File: src/rtl/ctl_reg_bank.sv
// Control/status register bank for an IO-bus peripheral: control registers, go/ERR command, W1C event status.
// Define CTL_BANK_IRQ_EN to add the MASK register at NUM_CTL+2 and a masked irq_o.
module ctl_reg_bank #(
    parameter int unsigned       DATA_W  = 32,
    parameter int unsigned       NUM_CTL = 4,
    parameter int unsigned       ADDR_W  = 4,
    parameter int unsigned       EVT_W   = 8,
    parameter logic [DATA_W-1:0] CTL_RST = '0
) (
    input  logic                      clk_i,
    input  logic                      rst_i,
    input  logic                      sel_i,
    input  logic                      wr_i,
    input  logic                      rd_i,
    input  logic [ADDR_W-1:0]         addr_i,
    input  logic [DATA_W-1:0]         wdata_i,
    output logic [DATA_W-1:0]         rdata_o,
    output logic                      rvalid_o,
    output logic [NUM_CTL*DATA_W-1:0] ctl_o,
    output logic                      go_o,
    input  logic                      busy_i,
    input  logic [EVT_W-1:0]          evt_i,
    output logic                      irq_o
);

    localparam logic [ADDR_W-1:0] ADDR_CMD = ADDR_W'(NUM_CTL);
    localparam logic [ADDR_W-1:0] ADDR_STS = ADDR_W'(NUM_CTL + 1);

    logic [DATA_W-1:0] r_ctl [NUM_CTL];
    logic [EVT_W-1:0]  r_sts;
    logic              r_err;
    logic              r_go;
    logic [DATA_W-1:0] r_rdata;
    logic              r_rvalid;

    logic              w_wr;
    logic              w_rd;
    logic              w_cmd_wr;
    logic              w_go_req;
    logic [EVT_W-1:0]  w_sts_clr;
    logic [EVT_W-1:0]  w_sts_nxt;
    logic [DATA_W-1:0] w_rd_val;

    assign w_wr      = sel_i & wr_i;
    assign w_rd      = sel_i & rd_i;
    assign w_cmd_wr  = w_wr && (addr_i == ADDR_CMD);
    assign w_go_req  = w_cmd_wr & wdata_i[0];
    assign w_sts_clr = (w_wr && (addr_i == ADDR_STS)) ? wdata_i[EVT_W-1:0] : '0;
    // Events are OR'ed in after the clear so a simultaneous event wins.
    assign w_sts_nxt = (r_sts & ~w_sts_clr) | evt_i;

`ifdef CTL_BANK_IRQ_EN
    localparam logic [ADDR_W-1:0] ADDR_MSK = ADDR_W'(NUM_CTL + 2);

    logic [EVT_W-1:0] r_msk;
    logic [EVT_W-1:0] w_msk_nxt;
    logic             r_irq;

    assign w_msk_nxt = (w_wr && (addr_i == ADDR_MSK)) ? wdata_i[EVT_W-1:0] : r_msk;

    // irq is computed from next-state values so it rises on the edge that sets the status bit.
    always_ff @(posedge clk_i or posedge rst_i) begin
        if (rst_i) begin
            r_msk <= '0;
            r_irq <= 1'b0;
        end else begin
            r_msk <= w_msk_nxt;
            r_irq <= |(w_sts_nxt & w_msk_nxt);
        end
    end

    assign irq_o = r_irq;
`else
    assign irq_o = 1'b0;
`endif

    always_ff @(posedge clk_i or posedge rst_i) begin
        if (rst_i) begin
            for (int k = 0; k < NUM_CTL; k++) begin
                r_ctl[k] <= CTL_RST;
            end
        end else begin
            for (int k = 0; k < NUM_CTL; k++) begin
                if (w_wr && (addr_i == ADDR_W'(k))) begin
                    r_ctl[k] <= wdata_i;
                end
            end
        end
    end

    // Command and status: a rejected go sets ERR ahead of any clear in the same write.
    always_ff @(posedge clk_i or posedge rst_i) begin
        if (rst_i) begin
            r_go  <= 1'b0;
            r_err <= 1'b0;
            r_sts <= '0;
        end else begin
            r_go  <= w_go_req & ~busy_i;
            r_sts <= w_sts_nxt;
            if (w_go_req && busy_i) begin
                r_err <= 1'b1;
            end else if (w_cmd_wr && wdata_i[1]) begin
                r_err <= 1'b0;
            end
        end
    end

    always_comb begin
        w_rd_val = '0;
        for (int k = 0; k < NUM_CTL; k++) begin
            if (addr_i == ADDR_W'(k)) begin
                w_rd_val = r_ctl[k];
            end
        end
        if (addr_i == ADDR_CMD) begin
            w_rd_val = DATA_W'({r_err, busy_i});
        end
        if (addr_i == ADDR_STS) begin
            w_rd_val = DATA_W'(r_sts);
        end
`ifdef CTL_BANK_IRQ_EN
        if (addr_i == ADDR_MSK) begin
            w_rd_val = DATA_W'(r_msk);
        end
`endif
    end

    // Read data samples pre-write register values and holds until the next read.
    always_ff @(posedge clk_i or posedge rst_i) begin
        if (rst_i) begin
            r_rdata  <= '0;
            r_rvalid <= 1'b0;
        end else begin
            r_rvalid <= w_rd;
            if (w_rd) begin
                r_rdata <= w_rd_val;
            end
        end
    end

    for (genvar g = 0; g < NUM_CTL; g++) begin : g_ctl
        assign ctl_o[g*DATA_W +: DATA_W] = r_ctl[g];
    end

    assign rdata_o  = r_rdata;
    assign rvalid_o = r_rvalid;
    assign go_o     = r_go;

endmodule

File: config.mk
export PLATFORM = sky130hd
export DESIGN_NAME = ctl_reg_bank
export DESIGN_NICKNAME = d
export VERILOG_FILES = /design/src/rtl/ctl_reg_bank.sv
export SDC_FILE = /design/constraint.sdc
export NUM_CORES = 1
export LEC_CHECK = 0
export ABC_AREA = 1
export CAP_MARGIN = 20
export CORE_UTILIZATION = 48
export DETAILED_ROUTE_END_ITERATION = 8
export PLACE_DENSITY = 0.9
export SLEW_MARGIN = 20
export SYNTH_ARGS = -nofsm -noshare
export SYNTH_HDL_FRONTEND = slang
export SYNTH_SLANG_ARGS = --single-unit
File: constraint.sdc
create_clock -name clk_i -period 7.3 [get_ports clk_i]
set_input_delay 2.19 -clock clk_i [delete_from_list [all_inputs] [get_ports clk_i]]
set_output_delay 2.19 -clock clk_i [all_outputs]
set_load 0.01 [all_outputs]
==> results of run 1 <==
## where the power goes
part           total (uW)  internal (uW)  switching, uW
sequential           1230           1100            137
clock                 960            591            369
combinational         634            343            291
## worst max-delay path: stages
cell and delay [ns]:
clkdlybuf4s50_1 0.62, inv_2 0.08, nor2_4 0.82, nand3_2 0.78, buf_4 0.49, nand2_1 0.09
o21ai_0 0.09
## per-layer routing
metal  wire, um  up-vias  global-route usage
met2      10840      368              0.4800
li1           -     3196                   -
met3       1700       57             0.05607
met5          0        -                   0
met4        720        0              0.1410
met1       8953     3332              0.3642
## layout by cell type (no fill, tap or decap)
| cell type | count |
|---|---|
| o21ai_0 | 134 |
| nand2_2 | 1 |
| nor3_1 | 1 |
| clkbuf_16 | 17 |
| nor2_2 | 1 |
| o211ai_1 | 23 |
| nand2_4 | 1 |
| clkdlybuf4s50_1 | 211 |
| clkinvlp_4 | 1 |
| inv_2 | 4 |
| nor4_1 | 1 |
| a21oi_1 | 6 |
| clkinv_2 | 4 |
| o21bai_1 | 4 |
| nand2_1 | 217 |
| clkbuf_8 | 2 |
| bufinv_16 | 4 |
| clkinv_1 | 1 |
| nand4_1 | 3 |
| conb_1 | 1 |
| buf_16 | 2 |
| nand3_1 | 100 |
| inv_6 | 3 |
| o21ai_1 | 9 |
| nor2_1 | 67 |
| nand3_2 | 4 |
| dfrtp_1 | 171 |
| nor2_4 | 3 |
| inv_1 | 54 |
| buf_4 | 8 |
| clkbuf_1 | 2 |
## area by class of cell
class | count | area (um^2)
tap | 184 | 230.2
multi-input combinational | 576 | 2646
clock inverter | 11 | 165.2
inverter | 60 | 230.2
timing repair buffer | 221 | 2227
fill | 1128 | 4516
sequential | 171 | 4279
clock buffer | 21 | 460.4
## path summary, 6_finish.rpt
path	start	to	slack [ns]
max reg2reg	ctl_o[0]	rdata_o[0]	6.23
max in group asynchronous	rst_i	ctl_o[77]	3.81
min reg2reg	rdata_o[16]	rdata_o[16]	0.48
min in group asynchronous	rst_i	rvalid_o	2.25
max	addr_i[0]	ctl_o[38]	2.43
min	rdata_o[16]	rdata_o[16]	0.48
## flip-flops by register name, indices dropped and copies added (netlist names)
signal,flops
rdata_o,32
r_sts,8
go_o,1
rvalid_o,1
r_err,1
ctl_o,128
## cells by family after synthesis
family                 count (synthesis)  share of synthesized area
DFF                                  171                     0.5805
other                                  1                  0.0005088
and+or+nand+nor                      399                     0.2278
buffers and inverters                114                    0.06247
AOI/OAI and AO/OA                    176                     0.1287
## per-stage QoR
stage,cells,util
floorplan,861,-
global placement,1210,0.6475
detailed placement,1212,0.6512
CTS,1244,0.6936
global route,1244,0.6939
finish,1244,0.6939
==> impl_results.md, run 1 <==
* Top Ports at 213
* Min Hold Slack at 0.4805 ns
* R2R depth at 6
* Critical path required time at 7.60 ns
* Ys Warns at 0
* Yosys cell types at 24
* Initial Utilization at 0.4996
* GPL Wtd Cong at 0.8358
* Number of global-route vias before repair at 6777
* Nets@finish at 1097
* Row Count at 44
* Tot Pwr at 2829 uW
* Largest net degree at the start of global routing at 83
* F_max at 0.2053 GHz
* Final min period at 4.872 ns
* Resize count post-CTS at 0
* Most instantiated cells after synthesis: nand2_1 (217), dfrtp_1 (171), o21ai_0 (134)
* Worst Path Max Fanout at 42
* Register area share after synthesis at 0.5805
* Synth Register Bits at 171
* Post-synth EDFFs at 0
* Design Area, Final at 10240 um^2
* Placed Area at 9608 um^2
* Port Buffer Count at 211
* Critical Path Sink Type: flip-flop
* Longest Clk Path Bufs at 2
* Final Hold Viols at 0
* Die Footprint at 15860 um^2
* P&R area growth vs syn at 38.91%
* Total gr overflow at 0
* CORE AREA at 14750 um^2
* Synth Net Count at 911
* Fin crit share at 0.6673
* Die Wd at 125.9 um
* TritonCTS Buffers at 17
* Hold_buf cts at 0
* Via/cell ratio at 5.589
* Mapped Cells at 861
* Detailed-router iteration count before antenna repair at 5
* Synth Flop Type: dfrtp_1
* Min-Delay Path Class: reg2reg
* Hold path cells at 2
* Largest cells by area after synthesis: dfrtp_1 (58%), nand2_1 (11%), o21ai_0 (9.1%)
* Arrival time worst endpoint at 5.17 ns
* DRC at 0
* Gr usage total at 0.2891
* Slew HR at 0.2290
* Yosys top cell area share at 0.5805
* Die H at 125.9 um
* Detail Placement HPWL at 14330 um
* Share of cells above drive strength 1 at 0.05189
* Post-synthesis cell area at 7371 um^2
* Clock sinks at 171
* Asr flop ratio synth at 1.000
* Final worst slack at 2.428 ns
* Clk_lat worst skew at 0.43 ns
* DR WL/cell at 17.86 um
* Post-CTS setup buffer count at 0
* Cell area power density at 276.3 nW/um^2
* Vias at 6953
* WL final at 22220 um
* Yosys top cell by area: dfrtp_1
* Unrepaired setup endpoints after global routing: no
* # H-tree levels at 4
* Max-Cap Viols at 0
* Pre-CTS WS at 2.040 ns
* CTS Root Cell: clkbuf_16
* Initial antenna violation count at 0
* First-pass GRT wire length at 35350 um
* CP Launch Type: input pin
* Ant. Diodes at 0
* Lkg Pwr at 0.004834 uW
* Post-route ant nets at 0
* Final Max Slew Viols at 0
* Worst-Margin Slew at 1.154 ns
* Iter 0 DRT Violations at 660
* VDD IR-drop max at 163.1 uV
* Setup TNS at 0 ns
* Top-count cell post-synth: nand2_1
* Final setup vio count at 0
* Syn avg cell area at 8.561 um^2
* Status: finished clean
* Setup Skew at 0.007981 ns
* Setup CP Type: in2reg
* CTS tree: yes
* Worst-path clk slew at 0.06 ns
Power figures use the tool's default switching activity.
==> inputs of run 2 (changes only) <==
==> constraint.sdc (replaced) <==
create_clock -name clk_i -period 4.9 [get_ports clk_i]
set_input_delay 1.47 -clock clk_i [delete_from_list [all_inputs] [get_ports clk_i]]
set_output_delay 1.47 -clock clk_i [all_outputs]
set_load 0.01 [all_outputs]
==> impl_results.md, run 2 (same netlist as run 1, synthesis figures left out) <==
* Crit Reg-Reg Startpoint: ctl_o[32]
* Failing checks: design-rule violations
* WL final at 22160 um (-0.25%)
* Unrepaired setup endpoints after global routing: no
* Row Count at 44 (unchanged)
* Initial antenna violation count at 0 (unchanged)
* Placed Area at 9622 um^2 (+0.14%)
* Arrival time worst endpoint at 3.89 ns (-1.28 ns)
* CP max stage delay at 0.79 ns (-0.03 ns)
* F_max at 0.2790 GHz
* Critical path required time at 5.21 ns (-2.39 ns)
* Worst-path clk slew at 0.06 ns (about the same)
* Final min period at 3.585 ns
* GPL Wtd Cong at 0.8156 (-2.4%)
* Vias at 6934 (-0.27%)
* Detailed-router iteration count before antenna repair at 8 (+3)
* Post-route ant nets at 0 (unchanged)
* Number of global-route vias before repair at 6640 (-2.0%)
* Share of cells above drive strength 1 at 0.05461 (+0.002727)
* Worst-path cell chain: clkdlybuf4s50_1, nor2_4, nand3_2, o21ai_0, nor2_1, nand2_1, a21oi_1
* Bufs and invs on worst path at 1 (-2)
* Worst Path Max Fanout at 33 (-21%)
* CTS tree: yes
* Setup CP Type: in2reg
* Max reg flops at 128 (unchanged)
* Longest Clk Path Bufs at 2 (unchanged)
* Largest net degree at the start of global routing at 107 (+29%)
* Status: finished, violations left
* Iter 0 DRT Violations at 736 (+12%)
* First-pass GRT wire length at 34680 um (-1.9%)
* Nets@finish at 1101 (+0.36%)
* CORE AREA at 14750 um^2 (unchanged)
* Die Wd at 125.9 um (unchanged)
* Delay-heaviest family, CP: simple AND/OR/NAND/NOR gates
* Slack of the worst reg-to-reg path at 3.89 ns (-2.34 ns)
* Final Hold Viols at 0 (unchanged)
* Setup TNS at 0 ns (unchanged)
* Top Ports at 213 (unchanged)
* P&R area growth vs syn at 38.45%
* Startpoint of the worst hold path: rdata_o[29]
* Setup Skew at 0.009055 ns (+0.001074 ns)
* Final Max Slew Viols at 0 (unchanged)
* CTS Root Cell: clkbuf_16
* Clk_lat worst skew at 0.43 ns (about the same)
* Via/cell ratio at 5.565 (-0.43%)
* Slew HR at 0.4325 (+0.2035)
* Crit-path slowest cell: nand3_2
* Worst setup path start: addr_i[2]
* Design Area, Final at 10200 um^2 (-0.33%)
* Total gr overflow at 0 (unchanged)
* Ant. Diodes at 0 (unchanged)
* Critical Path Sink Type: flip-flop
* TritonCTS Buffers at 17 (unchanged)
* # H-tree levels at 4 (unchanged)
* Clock sinks at 171 (unchanged)
* Most frequent cells in the layout: nand2_1 (217), clkdlybuf4s50_1 (211), dfrtp_1 (171), o21ai_0 (134), nand3_1 (100)
* Min-Delay Path Class: reg2reg
* Min Hold Slack at 0.4829 ns (+0.002402 ns)
* Hold_buf cts at 0 (unchanged)
* Final setup vio count at 0 (unchanged)
* Die H at 125.9 um (unchanged)
* Fin crit share at 0.7316
* DR WL/cell at 17.79 um (-0.41%)
* VDD IR-drop max at 242.4 uV (+49%)
* Resize count post-CTS at 0 (unchanged)
* CP Launch Type: input pin
* DRC at 1 (+1)
* Layout Utilization at 0.6917 (-0.002290)
* Post-CTS setup buffer count at 0 (unchanged)
* Detail Placement HPWL at 14250 um (-0.55%)
* Gr usage total at 0.2833 (-0.005771)
* Tot Pwr at 4096 uW (+45%)
* Worst-Margin Slew at 0.8502 ns (-0.3035 ns)
* Initial Utilization at 0.4996 (unchanged)
* Lkg Pwr at 0.004827 uW (-0.15%)
* Port Buffer Count at 211 (unchanged)
* Die Footprint at 15860 um^2 (unchanged)
* Most common cell after layout, fill and taps aside: nand2_1
* Cell area power density at 401.4 nW/um^2 (+45%)
* Max-Cap Viols at 0 (unchanged)
-- run 2: area by class of cell --
cell class	instances	area, um^2
timing repair buffer	225	2242
clock inverter	6	61.31
clock buffer	24	511.7
inverter	60	229.0
sequential	171	4279
multi-input combinational	576	2651
fill	1137	4549
tap	184	230.2
-- run 2: tightest hold or removal path, delay by kind of cell (launching register included) --
kind / cells / cell delay [ns]
flops: 1 / 0.34
simple gates: 2 / 0.11
-- run 2: per-stage QoR --
step / setup WS (ns) / cells
floorplan: 1.247 / 861
global placement: 1.068 / 1216
detailed placement: 0.8469 / 1216
CTS: 1.219 / 1246
global route: 1.135 / 1246
finish: 1.315 / 1246
-- run 2: worst paths after layout --
kind | to | cells past startpoint
worst max register to register | rdata_o[0] | 6
max in group asynchronous | ctl_o[115] | 3
worst min register to register | rdata_o[29] | 2
worst max-delay path | rdata_o[3] | 7
worst min-delay path | rdata_o[29] | 2
min in group asynchronous | go_o | 3
-- run 2: layer usage --
metal	up-vias	track usage	share of wire
met5	-	0	0
met4	0	0.1191	0.024
met3	42	0.05905	0.087
met2	396	0.4693	0.49
met1	3305	0.3630	0.40
li1	3191	-	-
-- run 2: report_power, final --
part           switching [uW]  internal, uW  total [uW]
Clock                     535           773        1310
Combinational             430           515         945
Sequential                207          1640        1840
==> inputs of run 3 (changes only) <==
--- a/config.mk
+++ b/config.mk
@@ -7,9 +7,9 @@
 export LEC_CHECK = 0
 export ABC_AREA = 1
 export CAP_MARGIN = 20
-export CORE_UTILIZATION = 48
+export CORE_UTILIZATION = 43
 export DETAILED_ROUTE_END_ITERATION = 8
-export PLACE_DENSITY = 0.9
+export PLACE_DENSITY = 0.85
 export SLEW_MARGIN = 20
 export SYNTH_ARGS = -nofsm -noshare
 export SYNTH_HDL_FRONTEND = slang
==> constraint.sdc (replaced) <==
create_clock -name clk_i -period 3.13 [get_ports clk_i]
set_input_delay 0.939 -clock clk_i [delete_from_list [all_inputs] [get_ports clk_i]]
set_output_delay 0.939 -clock clk_i [all_outputs]
set_load 0.01 [all_outputs]
==> impl_results.md, run 3 (same netlist as run 1, synthesis figures left out) <==
* Status: finished clean
* CP max stage delay at 0.58 ns (-0.21 ns)
* Min-Delay Path Class: reg2reg
* Crit-path slowest cell: clkdlybuf4s50_1
* Register area at 4279 um^2 (unchanged)
* Gr usage total at 0.2595 (-0.02383)
* Design Area, Final at 10440 um^2 (+2.3%)
* Worst-Margin Slew at 0.5974 ns (-0.2528 ns)
* Worst-path cell chain: clkdlybuf4s50_1
* Delay-heaviest family, CP: buffers and inverters
* Internal power at 4799 uW (+64%)
* CTS tree: yes
* Share of cells above drive strength 1 at 0.06425 (+0.009632)
* CP Launch Type: flip-flop
* Worst setup path start: ctl_o[126]
* Largest net degree at the start of global routing at 78 (-27%)
* Max-Cap Viols at 0 (unchanged)
* Row Count at 47 (+6.8%)
* Logic pwr share at 0.226 (-0.005)
* Clock sinks at 171 (unchanged)
* Critical path required time at 2.19 ns (-3.02 ns)
* Initial Utilization at 0.4429 (-0.05668)
* DR WL/cell at 17.23 um (-3.1%)
* Ant. Diodes at 0 (unchanged)
* CP endpoint: ctl_o[126]
* Detailed-router iteration count before antenna repair at 5 (-3)
* Initial antenna violation count at 0 (unchanged)
* Post-CTS setup buffer count at 0 (unchanged)
* Worst-path clk slew at 0.06 ns (about the same)
* Layout Utilization at 0.6273 (-0.06433)
* Most frequent cells in the layout: nand2_1 (217), clkdlybuf4s50_1 (211), dfrtp_1 (171), o21ai_0 (134), nand3_1 (100)
* Clk pwr share at 0.343 (+0.023)
* F_max at 0.4277 GHz
* Fin crit share at 0.7469
* Stages on worst setup path at 1 (-6)
* P&R area growth vs syn at 41.64%
* Final worst slack at 0.7921 ns (-0.5231 ns)
* Cell area power density at 636.0 nW/um^2 (+58%)
* Multi-input logic area at 2641 um^2 (-0.38%)
* FILL cells at 1340 (+18%)
* Final Max Slew Viols at 0 (unchanged)
* Setup Skew at 0.005883 ns (-0.003172 ns)
* GPL Wtd Cong at 0.8275 (+1.5%)
* Post-route ant nets at 0 (unchanged)
* # H-tree levels at 4 (unchanged)
* CORE AREA at 16640 um^2 (+13%)
* Crit Reg-Reg Startpoint: ctl_o[99]
* Sequential Power Share at 0.431 (-0.019)
* Die H at 132.9 um (+5.6%)
* Setup TNS at 0 ns (unchanged)
* Detail Placement HPWL at 14670 um (+3.0%)
* Placed Area at 9792 um^2 (+1.8%)
* Bufs and invs on worst path at 1 (unchanged)
* Unrepaired setup endpoints after global routing: no
* Setup CP Type: reg2out
* Sw Pwr at 1840 uW (+57%)
* Longest Clk Path Bufs at 2 (unchanged)
* Final min period at 2.338 ns
* R2r endpoint: rdata_o[3]
* Lkg Pwr at 0.004894 uW (+1.4%)
* Via/cell ratio at 5.356 (-3.8%)
* Iter 0 DRT Violations at 639 (-13%)
* Slew HR at 0.6017 (+0.1692)
* Die Footprint at 17670 um^2 (+11%)
* Clk_lat worst skew at 0.42 ns (about the same)
* Worst Path Max Fanout at 3 (-91%)
* WL final at 22300 um (+0.61%)
* First-pass GRT wire length at 35390 um (+2.1%)
* R2R depth at 4 (-2)
* Final Hold Viols at 0 (unchanged)
* Port Buffer Count at 211 (unchanged)
* VDD IR-drop max at 373.0 uV (+54%)
* Nets@finish at 1111 (+0.91%)
* Arrival time worst endpoint at 1.40 ns (-2.49 ns)
* Vias at 6931 (-0.043%)
* # placed instances at 1262 (+3.8%)
* Critical Path Sink Type: primary output
* CTS Root Cell: clkbuf_16
* Slack of the worst reg-to-reg path at 2.17 ns (-1.72 ns)
* TritonCTS Buffers at 17 (unchanged)
* Top Ports at 213 (unchanged)
* DRC at 0 (-1)
* Die Wd at 132.9 um (+5.6%)
* Max reg flops at 128 (unchanged)
* Total gr overflow at 0 (unchanged)
* Pre-CTS WS at 0.4151 ns (-0.4318 ns)
* Final setup vio count at 0 (unchanged)
* Most common cell after layout, fill and taps aside: nand2_1
* Sw Ratio at 0.2771 (-0.009090)
* Cell Count, Final, Fillers Out at 1294 (+3.9%)
* Resize count post-CTS at 0 (unchanged)
* Number of global-route vias before repair at 6756 (+1.7%)
* Hold_buf cts at 0 (unchanged)
[run 3: cell count changes in the layout (fill, tap and decap cells not counted)]
cell and delta:
clkbuf_8 -2, nand2_2 +2, clkinv_2 -3, buf_4 +6
bufinv_16 +3, buf_12 +4, clkbuf_1 +1, clkinv_4 +1
clkinvlp_4 +2, nand2_4 -2
[run 3: through the flow]
stage	hold slack, ns	total power [uW]
after floorplan	0.4647	3406
after global placement	0.4656	4343
after detailed placement	0.4689	4389
after CTS	0.4868	6678
after global routing	0.5010	6911
final	0.4806	6640
[run 3: power groups by stage]
stage	Combinational (uW)	Clock [uW]	Sequential, uW
final	1500	2280	2860
after global routing	1620	2390	2910
after CTS	1510	2310	2860
after detailed placement	1500	0	2890
after global placement	1460	0	2890
after floorplan	410	0	3000
[run 3: worst min path at each step]
stage                           start           to  slack [ns]  depth (start not counted)
after floorplan              r_sts[0]     r_sts[0]        0.46                          2
after global placement     rdata_o[1]   rdata_o[1]        0.47                          2
after detailed placement   rdata_o[1]   rdata_o[1]        0.47                          2
after CTS                  rdata_o[9]   rdata_o[9]        0.49                          2
after global routing      rdata_o[16]  rdata_o[16]        0.50                          2
final                     rdata_o[14]  rdata_o[14]        0.48                          2
[run 3: cell type report]
class / instances / area share
clock inverter: 9 / 0.01534
timing repair buffer: 235 / 0.2268
tap: 220 / 0.02637
inverter: 60 / 0.02193
sequential: 171 / 0.4099
clock buffer: 23 / 0.04674
multi-input combinational: 576 / 0.2530
[run 3: routing by layer]
metal,share of wire,up-vias,track usage
met3,0.065,56,0.03870
met2,0.50,341,0.4410
met1,0.40,3305,0.3276
li1,-,3229,-
met4,0.035,0,0.1169
met5,0,-,0
[run 3: tightest hold or removal path, stage by stage, from the launching register on]
cell and delay, ns:
dfrtp_1 0.34, nand2_1 0.05, nand2_1 0.05
